**src/rtl/pe_ws_double_buffered.sv**
```systemverilog
// Weight-stationary PE with a double-buffered weight: a shadow register fills over the column chain
// while the active weight computes. Optional saturating sum under `define PE_WS_SATURATE_EN.
module pe_ws_double_buffered #(
  parameter int WORDWIDTH = 8,
  parameter int PSWIDTH   = 32,
  parameter int PIPE      = 1,
  parameter int SIGNED    = 1
) (
  input  logic                 clk,
  input  logic                 reset_n,
  input  logic                 w_valid_in,
  input  logic [WORDWIDTH-1:0] w_in,
  input  logic                 w_capture_in,
  input  logic                 swap_in,
  input  logic                 enable_in,
  input  logic [WORDWIDTH-1:0] a_in,
  input  logic [PSWIDTH-1:0]   ps_in,
  output logic                 w_valid_out,
  output logic [WORDWIDTH-1:0] w_out,
  output logic                 w_capture_out,
  output logic                 swap_out,
  output logic                 enable_out,
  output logic [WORDWIDTH-1:0] a_out,
  output logic                 ps_valid_out,
  output logic [PSWIDTH-1:0]   ps_out,
  output logic                 w_ready,
  output logic                 swap_err
`ifdef PE_WS_SATURATE_EN
  ,
  output logic                 sat_flag
`endif
);

  generate
    if (PIPE != 1 && PIPE != 2) begin : g_bad_pipe
      $error("pe_ws_double_buffered: PIPE must be 1 or 2");
    end
    if (PSWIDTH < 2 * WORDWIDTH) begin : g_bad_pswidth
      $error("pe_ws_double_buffered: PSWIDTH must be >= 2*WORDWIDTH");
    end
  endgenerate

  logic [WORDWIDTH-1:0] shadow;
  logic [WORDWIDTH-1:0] active;
  logic                 shadow_full;
  logic                 capture;

  assign capture = w_valid_in & w_capture_in;

  always_ff @(posedge clk or negedge reset_n) begin
    if (!reset_n) begin
      w_valid_out   <= 1'b0;
      w_out         <= '0;
      w_capture_out <= 1'b0;
      swap_out      <= 1'b0;
      enable_out    <= 1'b0;
      a_out         <= '0;
      shadow        <= '0;
      active        <= '0;
      shadow_full   <= 1'b0;
      w_ready       <= 1'b0;
      swap_err      <= 1'b0;
    end else begin
      w_valid_out   <= w_valid_in;
      w_out         <= w_in;
      w_capture_out <= w_capture_in;
      swap_out      <= swap_in;
      enable_out    <= enable_in;
      if (enable_in) a_out <= a_in;
      if (capture) shadow <= w_in;
      // A capture coinciding with a swap refills the shadow the swap just drained.
      shadow_full <= capture | (shadow_full & ~swap_in);
      if (swap_in) begin
        if (shadow_full) begin
          active  <= shadow;
          w_ready <= 1'b1;
        end else begin
          swap_err <= 1'b1;
        end
      end
    end
  end

  // Operands are widened to PSWIDTH so the product is exact and already extended.
  logic signed [PSWIDTH-1:0] a_ext;
  logic signed [PSWIDTH-1:0] w_ext;
  logic        [PSWIDTH-1:0] prod;

  always_comb begin
    if (SIGNED != 0) begin
      a_ext = PSWIDTH'($signed(a_in));
      w_ext = PSWIDTH'($signed(active));
    end else begin
      a_ext = PSWIDTH'(a_in);
      w_ext = PSWIDTH'(active);
    end
    prod = a_ext * w_ext;
  end

  logic               mac_valid;
  logic [PSWIDTH-1:0] mac_prod;
  logic [PSWIDTH-1:0] mac_ps;

  generate
    if (PIPE == 2) begin : g_pipe2
      logic               s1_valid;
      logic [PSWIDTH-1:0] s1_prod;
      logic [PSWIDTH-1:0] s1_ps;

      always_ff @(posedge clk or negedge reset_n) begin
        if (!reset_n) begin
          s1_valid <= 1'b0;
          s1_prod  <= '0;
          s1_ps    <= '0;
        end else begin
          s1_valid <= enable_in;
          if (enable_in) begin
            s1_prod <= prod;
            s1_ps   <= ps_in;
          end
        end
      end

      assign mac_valid = s1_valid;
      assign mac_prod  = s1_prod;
      assign mac_ps    = s1_ps;
    end else begin : g_pipe1
      assign mac_valid = enable_in;
      assign mac_prod  = prod;
      assign mac_ps    = ps_in;
    end
  endgenerate

  logic [PSWIDTH-1:0] sum_res;

`ifdef PE_WS_SATURATE_EN
  logic [PSWIDTH:0] sum_full;
  logic             clip;

  always_comb begin
    sum_full = {((SIGNED != 0) ? mac_ps[PSWIDTH-1] : 1'b0), mac_ps}
             + {((SIGNED != 0) ? mac_prod[PSWIDTH-1] : 1'b0), mac_prod};
    sum_res  = sum_full[PSWIDTH-1:0];
    clip     = 1'b0;
    if (SIGNED != 0) begin
      if (sum_full[PSWIDTH] != sum_full[PSWIDTH-1]) begin
        clip    = 1'b1;
        sum_res = sum_full[PSWIDTH] ? {1'b1, {(PSWIDTH-1){1'b0}}} : {1'b0, {(PSWIDTH-1){1'b1}}};
      end
    end else if (sum_full[PSWIDTH]) begin
      clip    = 1'b1;
      sum_res = '1;
    end
  end
`else
  assign sum_res = mac_ps + mac_prod;
`endif

  always_ff @(posedge clk or negedge reset_n) begin
    if (!reset_n) begin
      ps_valid_out <= 1'b0;
      ps_out       <= '0;
`ifdef PE_WS_SATURATE_EN
      sat_flag     <= 1'b0;
`endif
    end else begin
      ps_valid_out <= mac_valid;
      if (mac_valid) ps_out <= sum_res;
`ifdef PE_WS_SATURATE_EN
      sat_flag     <= mac_valid & clip;
`endif
    end
  end

endmodule

```
**config.mk**
```make
export PLATFORM = sky130hd
export DESIGN_NAME = pe_ws_double_buffered
export DESIGN_NICKNAME = d
export VERILOG_FILES = /design/src/rtl/pe_ws_double_buffered.sv
export SDC_FILE = /design/constraint.sdc
export NUM_CORES = 1
export LEC_CHECK = 0
export BUFFER_PORTS_ARGS = -buffer_cell sky130_fd_sc_hd__buf_2
export CAP_MARGIN = 40
export CORE_MARGIN = 4
export CORE_UTILIZATION = 47
export CTS_CLUSTER_DIAMETER = 30
export DETAILED_ROUTE_END_ITERATION = 10
export PLACE_DENSITY = 0.75
export SETUP_SLACK_MARGIN = 0.02
export SLEW_MARGIN = 0
export SYNTH_ARGS = -nofsm -noshare
export SYNTH_HDL_FRONTEND = slang
export SYNTH_SLANG_ARGS = --single-unit
```
**constraint.sdc**
```tcl
create_clock -name clk -period 9.95 [get_ports clk]
set_input_delay 1.4925 -clock clk [delete_from_list [all_inputs] [get_ports clk]]
set_output_delay 1.4925 -clock clk [all_outputs]
set_load 0.005 [all_outputs]
```
=== After elaboration in Yosys (flattened, before gate mapping) ===
Cells that the tools add are included.

* Latch bits: 0
* Flip-flop bits (word level): 71
* Logic and storage cells: 21
* Bits in writable memories: 0
* Output and inout port bits: 55
* Memories kept: 0
* Memory bits (read-only): 0
* Input port bits: 54

* Divide/modulo/power cells: 0
* Muxes and demuxes: 0
* Shifts and indexed selects: 0
* Reduce and logical (&&, ||, !) cells: 2
* $add $sub $neg: 1
* Bitwise operators: 5
* Order comparisons: 0
* Eq/ne operators: 0
* $mul: 1

{| class="wikitable"
|+ Operators with widths
! operator !! count
|-
| $add 32x32->32 || 1
|-
| $mul 8x8->16 || 1
|-
| $reduce_and 2->1 || 2
|-
| $and 1x1->1 || 2
|-
| $not 1->1 || 2
|-
| $or 1x1->1 || 1
|}

=== Logic depth before layout (Yosys ltp) ===
Gate-level depths: netlist of the first run.

* Depth after elaboration: 3
* Mapped depth: 27
* Depth with buffers taken out: 27

=== Worst setup path before layout of the first run ===
Ideal clock, no wire load.

* Path kind: input -> register
* Start: input port a_in[0]
* End: register ps_out[25]
* Buffers on the path: 0
* Arrival time: 7.690 ns
* Library setup time: 0.125 ns
* Slack: 2.135 ns
* Required time: 9.825 ns
* Stages: 23
* Cell sequence: nand2b_1 fa_1 fa_1 inv_1 fa_1 inv_1 fa_1 inv_1 ha_1 o21ai_0 o21bai_1 a31o_2 a41oi_1 a211oi_1 xnor2_1 ha_1 and2_1 and4_1 o2111a_2 or2_1 a31o_1 xor2_1 mux2_2

* Cells in the longest elaborated chain, start to end: 2

{| class="wikitable"
|+ RTL lines
! element !! line !! RTL
|-
| from (decl) || 16 || <nowiki>input logic [WORDWIDTH-1:0] a_in,</nowiki>
|-
| $mul 8x8->16 || 97 || <nowiki>prod = a_ext * w_ext;</nowiki>
|-
| $add 32x32->32 || 156 || <nowiki>assign sum_res = mac_ps + mac_prod;</nowiki>
|-
| to (signal assigned) || 168 || <nowiki>if (mac_valid) ps_out <= sum_res;</nowiki>
|-
| to (decl) || 25 || <nowiki>output logic [PSWIDTH-1:0] ps_out,</nowiki>
|}

No other way between the ends.
A chain may end at the register's enable or synchronous reset.

=== Final worst setup path of the first run ===
* Start: input port a_in[0]
* End: register ps_out[29]

The elaborated chain is that of the path after synthesis.

==> flow_summary_export.csv, run 1 <==
group,metric,value,unit
drt,vias,5237,
critical_path,max_stage_delay,540,ps
logic_synthesis,synth_nets,857,
floorplanning,die_w,128,um
cts,cts_hold_buf,0,
logic_synthesis,syn_area,6750,sq um
critical_path,timing.rr.start,"active[4]",
drt,wl,15600,um
cts,htree_num_levels,3,
drt,first_pass_iters,5,
timing,slew_headroom,52.7,%
placed_design,portBuffers,108,
drt,vias_per_cell,5.34,
cells_and_area,layout_common_cells,"buf_2 (107), inv_1 (100), dfrtp_1 (71), ha_1 (62), fa_1 (56)",
floorplanning,core-area,14000,sq um
cts,clkSinkCount,71,
logic_synthesis,ys_ff_latch,71,
logic_synthesis,syn_inst,685,
critical_path,worstPathRequired,10170,ps
logic_synthesis,synth-main-ff-cell,"dfrtp_1",
grt,grt_pass1_vias,5485,
flow_run,cap_violations,0,
drt,ant_nets,0,
critical_path,crit_fanout,19,
cells_and_area,final_area,7880,sq um
timing,worst_pin_slew,709,ps
run_status,status,"completed",
floorplanning,die_y,128,um
cells_and_area,final_layout_size_suffix_gt1_share,22.8,%
timing,final-setup-viol-count,0,
logic_synthesis,ys_types,58,
timing,drv_slew,0,
critical_path,cp.arrival,7710,ps
worst_hold_path,worstHoldPathCells,1,
placed_design,placed_cell_area,7530,sq um
grt,track_usage,20.5,%
worst_hold_path,min_path_type,"flop to flop",
placed_design,gp_congestion,0.905,
grt,antenna_found_initial,0,
timing,fin_tns_setup,0,ps
floorplanning,start_util,48.3,%
critical_path,ff2ff_path_depth,25,
logic_synthesis,ys_async_sr_fraction,100,%
grt,grt-ovfl-total,0,
logic_synthesis,synth_edf_count,0,
timing,rsz0062_at_grt,"no",
logic_synthesis,synth_top_area_share,26.3,%
critical_path,r2r_end,"ps_out[29]",
worst_hold_path,min_to,"swap_err",
cts,cts_resized,0,
placed_design,hpwlAfterDp,12300,um
cts,clk_latency,340,ps
critical_path,rrSetupSlack,3230,ps
critical_path,start_kind,"primary input",
cts,cts_tree,"done",
timing,skew,8.28,ps
cells_and_area,layout_commonest_cell,"buf_2",
cts,cts_buffers,9,
timing,fmax,134,MHz
timing,finalCritPeriodShare,75.3,%
critical_path,path_class,"primary input to flop",
logic_synthesis,synthTopCellsByArea,"dfrtp_1 (26%), fa_1 (17%), ha_1 (11%)",
cts,cts_root_buf,"clkbuf_16",
critical_path,cpMostUsedCell,"fa_1",
cells_and_area,final_nets,967,
logic_synthesis,synth-seq-area-share,26.3,%
drt,drc_errors,0,
logic_synthesis,syn_area_per_cell,9.86,sq um
cells_and_area,syn2layout_area_growth,16.6,%
drt,first_iter_violations,313,
drt,wire_per_inst,16.0,um
floorplanning,ios,109,
floorplanning,die_area,16400,sq um
cts,clock_path_buffers,2,
grt,grt_max_degree,49,
cells_and_area,insertedDiodeCount,0,
timing,min_period,7490,ps
cells_and_area,fillers,1237,
cts,cts_setup_buffers,0,
logic_synthesis,synth_top_area_cell,"dfrtp_1",
grt,grt_pass1_wl,26500,um
cts,cts.clk_slew.worst_paths,60,ps
timing,hold_violations,0,
floorplanning,rows,43,
cells_and_area,fin_util,56.3,%
logic_synthesis,synth_warnings,0,
critical_path,end_kind,"flop",
critical_path,slowest_stage,"fa_1",
worst_hold_path,min_from,"swap_err",
[layout make-up]
class / count / area, sq um / area share (%)
well taps: 180 / 225 / 2.86
clock buffers: 10 / 239 / 3.03
clock inverters: 6 / 108 / 1.37
repair buffers: 111 / 598 / 7.59
multi-input cells: 502 / 4550 / 57.8
inverters: 100 / 375 / 4.77
flip-flops and latches: 71 / 1780 / 22.6
[Yosys cell counts, types with 2 or more instances]
cell type and instances:
a2111o_1 2, a211oi_1 5, a21o_1 20, a21oi_1 37
a21oi_2 2, a221oi_1 3, a31oi_1 3, and2_1 50
and3_1 3, and4_1 3, clkbuf_1 10, dfrtp_1 71
fa_1 56, ha_1 62, inv_1 100, mux2_2 43
nand2_1 34, nand2b_1 8, nand3_1 12, nand3b_1 2
nand4_1 6, nor2_1 24, nor2b_1 11, nor3_1 14
o2111ai_1 3, o211ai_1 3, o21a_1 10, o21ai_0 16
o21bai_1 7, o31ai_1 3, o31ai_2 2, xnor2_1 28
xor2_1 7
[sequential cells by signal, indices dropped and copies added (netlist names)]
register and cells:
a_out 8, active 8, ps_out 32, ps_valid_out 1
shadow 8, shadow_full 1, swap_err 1, swap_out 1
w_capture_out 1, w_out 8, w_ready 1, w_valid_out 1
[critical path, delay by kind of cell]
kind                       cells  cell delay, ps
buffers and inverters          5             600
xor gates and xnor gates       1             150
and+or+nand+nor                5            1270
adders and majority gates      6            2790
AOI/OAI and AO/OA              8            1390
[per-layer routing]
metal,global-route usage [%],vias up,part of all wire (%)
met5,0,-,0
met4,5.93,0,1.5
met3,4.38,19,5.0
met2,33.8,126,47
met1,27.2,2533,46
li1,-,2559,-
[worst max-delay path by stage]
stage | cells after the start | slack [ps] | end | from
3_5_place_dp | 25 | 2190 | ps_out[29] | a_in[0]
6_report | 25 | 2460 | ps_out[29] | a_in[0]
4_1_cts | 25 | 2490 | ps_out[29] | a_in[0]
5_1_grt | 27 | 2020 | ps_out[29] | a_in[3]
2_1_floorplan | 23 | 2140 | ps_out[25] | a_in[0]
3_3_place_gp | 25 | 2300 | ps_out[29] | a_in[0]
[cells by family (layout without fill, tap and decap cells)]
logic type               after synthesis  after routing  share of synthesized area (%)
AO/OA/AOI/OAI                        134            134                           14.1
XOR/XNOR                              35             35                           4.54
adder cells (fa/ha/maj)              118            118                           28.1
buffers and inverters                112            227                           6.28
flip-flops                            71             71                           26.3
multiplexers                          43             43                           7.17
AND/OR/NAND/NOR                      172            172                           13.5
[per-stage QoR]
step           setup slack, ps  cells  hold slack, ps
2_1_floorplan             2140    685             451
3_5_place_dp              2190    964             445
4_1_cts                   2490    980             460
5_1_grt                   2020    980             495
3_3_place_gp              2300    962             442
6_report                  2460    980             461
Power of run 1 is left out: the tool's default activity adds up to more than one toggle a clock period on the data nets, which glitch-free logic cannot reach.
==> run 2: changes to the inputs <==
--- a/config.mk
+++ b/config.mk
@@ -11,7 +11,7 @@
 export CORE_UTILIZATION = 47
 export CTS_CLUSTER_DIAMETER = 30
 export DETAILED_ROUTE_END_ITERATION = 10
-export PLACE_DENSITY = 0.75
+export PLACE_DENSITY = 0.78
 export SETUP_SLACK_MARGIN = 0.02
 export SLEW_MARGIN = 0
 export SYNTH_ARGS = -nofsm -noshare
==> constraint.sdc (replaced) <==
create_clock -name clk -period 6.8 [get_ports clk]
set_input_delay 1.02 -clock clk [delete_from_list [all_inputs] [get_ports clk]]
set_output_delay 1.02 -clock clk [all_outputs]
set_load 0.005 [all_outputs]
==> run 2 against run 1 <==
  * First-iteration DRC count decreased by 1.6%
  * Register-to-register slack got worse by 2800 ps
  * Wire length increased by 7.2%
  * Global-route usage about the same
  * Die area unchanged
  * Non-clock buffer count increased by 94
  * Clock skew increased by 1.1 ps
  * Clock-buffer cell count decreased by 1
  * Critical path depth increased by 2
  * Core utilization increased by 7.4 points
  * Setup slack got worse by 2300 ps
  * Final area increased by 13%
  * Critical path type unchanged
==> flow_summary_export.csv, run 2 (synthesized netlist as in run 1, its figures left out) <==
group,metric,value,unit
drt,first_pass_iters,5,
cells_and_area,seq_area,1780,sq um
cts,clkSinkCount,71,
worst_hold_path,min_path_type,"flop to flop",
floorplanning,die_y,128,um
timing,min_period,6600,ps
cts,clk_latency,350,ps
timing,slew_headroom,53.6,%
timing,final-setup-viol-count,0,
timing,drv_slew,0,
placed_design,placed_cell_area,8350,sq um
cells_and_area,insertedDiodeCount,0,
floorplanning,die_w,128,um
drt,vias,5696,
drt,ant_nets,0,
placed_design,portBuffers,108,
critical_path,cp.arrival,6830,ps
cts,htree_num_levels,3,
floorplanning,rows,43,
cells_and_area,final_area,8910,sq um
critical_path,crit_fanout,5,
drt,wire_per_inst,15.6,um
run_status,status,"completed",
cells_and_area,largest_reg_flops,32,
cells_and_area,top_register,"ps_out",
timing,skew,9.40,ps
floorplanning,ios,109,
critical_path,start_kind,"primary input",
placed_design,hpwlAfterDp,13000,um
cts,clock_path_buffers,2,
critical_path,worstPathRequired,7030,ps
timing,finalCritPeriodShare,97.0,%
cts,cts.clk_slew.worst_paths,60,ps
timing,fmax,152,MHz
cts,cts_root_buf,"clkbuf_16",
drt,wl,16800,um
grt,grt_pass1_wl,26900,um
grt,grt_max_degree,54,
critical_path,path_class,"primary input to flop",
drt,first_iter_violations,308,
drt,vias_per_cell,5.30,
cells_and_area,multi_input_area,4880,sq um
timing,worst_pin_slew,695,ps
critical_path,end_kind,"flop",
drt,drc_errors,0,
cts,cts_buffers,9,
floorplanning,die_area,16400,sq um
cells_and_area,layout_common_cells,"buf_2 (107), inv_1 (98), buf_4 (91), dfrtp_1 (71), fa_1 (56)",
flow_run,cap_violations,0,
cells_and_area,layout_commonest_cell,"buf_2",
timing,hold_violations,0,
floorplanning,start_util,48.3,%
cts,cts_hold_buf,0,
cells_and_area,final_layout_size_suffix_gt1_share,35.9,%
grt,track_usage,20.4,%
placed_design,gp_congestion,0.859,
floorplanning,core-area,14000,sq um
cells_and_area,final_nets,1061,
cells_and_area,syn2layout_area_growth,31.9,%
grt,grt_pass1_vias,5795,
grt,grt-ovfl-total,0,
cells_and_area,fillers,1128,
grt,antenna_found_initial,0,
cts,cts_tree,"done",
run 2: cell count changes in the layout (fill, tap and decap cells not counted), sizes merged:
cell	previous run	this run
buf	111	204
bufinv	3	1
inv	100	104
clkinv	2	1
run 2: area by class of cell:
type / instances / area share [%]
Tap cell: 180 / 2.53
Clock buffer: 9 / 2.53
Clock inverter: 7 / 0.941
Inverter: 100 / 4.21
Timing Repair Buffer: 205 / 15.1
Sequential cell: 71 / 19.9
Multi-Input combinational cell: 502 / 54.8
run 2: metal layers:
layer / wire [um] / GRT usage, % / vias to the layer above
met4: 358 / 6.74 / 0
met2: 8180 / 33.9 / 138
met1: 7350 / 26.7 / 2787
met3: 869 / 4.46 / 33
li1: - / - / 2738
met5: 0 / 0 / -
run 2: stage by stage:
step	hold slack, ps	utilization (%)	setup TNS (ps)	setup slack (ps)	std cells
after floorplan	451	-	0	73.0	685
after global placement	447	59.3	-612	-134	1052
after detailed placement	443	59.7	-1150	-209	1054
after CTS	466	61.9	0	157	1070
after global routing	494	63.7	-165	-46.4	1074
final	467	63.7	0	204	1074
run 2: path summary, 6_finish.rpt:
| check | startpoint | endpoint | slack (ps) | cells after the start |
|---|---|---|---|---|
| setup / recovery | a_in[5] | ps_out[25] | 200 | 27 |
| hold / removal | swap_err | swap_err | 470 | 1 |
| setup reg to reg | active[2] | ps_out[25] | 410 | 26 |
| hold reg to reg | swap_err | swap_err | 470 | 1 |
| max in group asynchronous | reset_n | shadow[4] | 5690 | 2 |
| min in group asynchronous | reset_n | ps_out[12] | 560 | 1 |
run 2: worst max-delay path: stages:
cell	delay, ps
buf_2	130
and2_4	140
fa_1	540
inv_1	50
fa_1	520
inv_2	40
fa_1	520
inv_1	50
fa_1	530
inv_1	60
ha_4	270
o21ai_2	50
o21bai_1	190
a31o_2	220
a41oi_2	150
a211oi_2	190
buf_4	160
xnor2_4	140
buf_12	170
ha_4	210
and4_1	220
and4_4	200
o2111a_2	160
or2_4	270
a31o_1	230
xor2_1	130
mux2_2	260
run 2: repair_timing:
item,4_1_cts,5_1_grt
endpoints found under the hold margin,0,0
setup endpoints to repair,0,11
setup buffers,0,3
gates resized for setup,0,48
Power of run 2 is left out for the same reason.
==> run 3: changes to the inputs <==
--- a/config.mk
+++ b/config.mk
@@ -7,10 +7,11 @@
 export LEC_CHECK = 0
 export BUFFER_PORTS_ARGS = -buffer_cell sky130_fd_sc_hd__buf_2
 export CAP_MARGIN = 40
-export CORE_MARGIN = 4
+export CORE_MARGIN = 2
 export CORE_UTILIZATION = 47
 export CTS_CLUSTER_DIAMETER = 30
 export DETAILED_ROUTE_END_ITERATION = 10
+export GPL_TIMING_DRIVEN = 0
 export PLACE_DENSITY = 0.78
 export SETUP_SLACK_MARGIN = 0.02
 export SLEW_MARGIN = 0
==> run 3 against run 2 <==
  * Flip-flop and latch count stayed put
  * Setup slack worse by 44 ps
  * Via count is 4.1% lower
  * Critical path depth is 2 lower
  * Clock-buffer cell count is 1 higher
  * Cell count is 7.4% lower
  * Register-to-register slack hardly changed
  * Non-clock buffer count is 79 lower
  * Global-route usage is 1.3 points higher
  * First-iteration DRC count is 0.65% lower
  * Largest cell class unchanged
  * Sequential share of layout area is 1.6 points higher
==> flow_summary_export.csv, run 3 (synthesized netlist as in run 1, its figures left out) <==
group,metric,value,unit
run_status,status,"completed",
floorplanning,die_y,124,um
critical_path,end_kind,"flop",
placed_design,gp_congestion,0.912,
timing,finalCritPeriodShare,97.6,%
timing,rsz0062_at_grt,"yes",
drt,ant_nets,0,
cells_and_area,final_nets,982,
cells_and_area,top_register,"ps_out",
drt,vias,5461,
cts,cts_hold_buf,0,
drt,wl,15800,um
cells_and_area,final_layout_size_suffix_gt1_share,28.7,%
cts,clkSinkCount,71,
timing,skew,17.2,ps
timing,hold_violations,0,
critical_path,cpMostUsedCell,"fa_1",
flow_run,cap_violations,0,
grt,grt-busiest-layer,"met2",
timing,min_period,6640,ps
timing,whs,471,ps
grt,grt_use_met1,28.8,%
floorplanning,ios,109,
floorplanning,rows,43,
cells_and_area,fillers,1204,
cts,cts_tree,"done",
floorplanning,die_w,124,um
cells_and_area,insertedDiodeCount,0,
cells_and_area,layout_common_cells,"buf_2 (103), inv_1 (97), dfrtp_1 (71), fa_1 (55), ha_1 (47)",
worst_hold_path,min_to,"w_ready",
placed_design,hpwlAfterDp,12100,um
timing,fmax,151,MHz
grt,track_usage,21.7,%
grt,grt_max_degree,55,
worst_hold_path,min_from,"w_ready",
placed_design,portBuffers,108,
cells_and_area,largest_reg_flops,32,
cts,cts_root_buf,"clkbuf_16",
cells_and_area,seq_area,1780,sq um
critical_path,start_kind,"primary input",
cts,cts.clk_slew.worst_paths,60,ps
cells_and_area,fin_util,59.3,%
cts,clk_latency,360,ps
cts,cts_buffers,9,
worst_hold_path,worstHoldPathCells,1,
grt,grt-ovfl-total,0,
critical_path,slowest_stage,"fa_2",
timing,slew_headroom,50.4,%
drt,drc_errors,0,
timing,drv_slew,0,
critical_path,max_stage_delay,620,ps
critical_path,crit_buf_inv,6,
grt,use_met3,5.04,%
critical_path,timing.rr.start,"active[2]",
timing,worst_pin_slew,744,ps
timing,final-setup-viol-count,0,
grt,antenna_found_initial,0,
floorplanning,start_util,48.5,%
cts,htree_num_levels,3,
cells_and_area,syn2layout_area_growth,22.3,%
critical_path,crit_fanout,9,
drt,first_pass_iters,4,
drt,wire_per_inst,15.9,um
grt,gr-usage-met2,34.6,%
critical_path,worstPathRequired,7050,ps
critical_path,path_class,"primary input to flop",
grt,grt_pass1_wl,25700,um
critical_path,cp_top_family,"adder cells",
worst_hold_path,min_path_type,"flop to flop",
drt,first_iter_violations,306,
critical_path,r2r_end,"ps_out[31]",
critical_path,rrSetupSlack,420,ps
cells_and_area,layout_commonest_cell,"buf_2",
drt,vias_per_cell,5.49,
cts,clock_path_buffers,2,
critical_path,ff2ff_path_depth,24,
critical_path,cp.arrival,6890,ps
floorplanning,die_area,15300,sq um
cells_and_area,multi_input_area,4870,sq um
grt,grt_pass1_vias,5426,
floorplanning,core-area,13900,sq um
-- run 3: cell count changes in the layout (fill, tap and decap cells not counted), moves of 3 or more --
| cell | delta |
|---|---|
| and2_1 | -3 |
| buf_4 | -83 |
| o21ai_0 | +4 |
| o21ai_2 | -4 |
| clkbuf_1 | +8 |
| ha_2 | +3 |
| buf_2 | -4 |
| and2_4 | +3 |
-- run 3: final cells by class --
| cell class | count | share of cell area [%] |
|---|---|---|
| Inverter | 100 | 4.55 |
| Buffer | 9 | 0.455 |
| Sequential cell | 71 | 21.5 |
| Timing Repair Buffer | 117 | 8.18 |
| Clock inverter | 6 | 0.848 |
| Multi-Input combinational cell | 502 | 59.0 |
| Clock buffer | 10 | 2.77 |
| Tap cell | 180 | 2.73 |
-- run 3: worst max path at each step --
stage,start,endpoint,slack [ps],cells past startpoint
floorplan,a_in[3],ps_out[25],70,24
CTS,a_in[3],ps_out[25],30,26
detailed placement,a_in[7],ps_out[29],-680,24
finish,a_in[7],ps_out[31],160,25
global placement,a_in[3],ps_out[29],-660,26
global route,a_in[7],ps_out[30],-40,28
-- run 3: stage by stage --
step                worst slack, ps  instances  cell area, sq um  setup TNS, ps
floorplan                      73.0        685              6890              0
global placement               -661        973              7650          -5480
detailed placement             -678        974              7680          -5890
CTS                            27.9        995              8060              0
global route                  -40.3        995              8260           -178
finish                          160        995              8260              0
-- run 3: worst reg2reg max path: cells and delay by family (launching register included) --
kind / cells / cell delay, ps
AOI/OAI and AO/OA: 7 / 1340
xor gates and xnor gates: 1 / 120
adders and majority gates: 6 / 2930
buffers and inverters: 5 / 530
DFF: 1 / 510
and+or+nand+nor: 5 / 850
-- run 3: layer usage --
layer	part of all wire, %	wire length, um	up-vias
li1	-	-	2576
met2	47	7380	147
met1	45	7070	2706
met3	6.2	987	32
met5	0	0	-
met4	2.6	415	0
-- run 3: repair_timing --
item                                    in CTS  in global routing
pin swaps                                    5                 19
endpoints found under the setup margin       9                 14
gates resized for setup                     10                 50
buffers inserted                             5                  3
Power of run 3 is left out for the same reason.
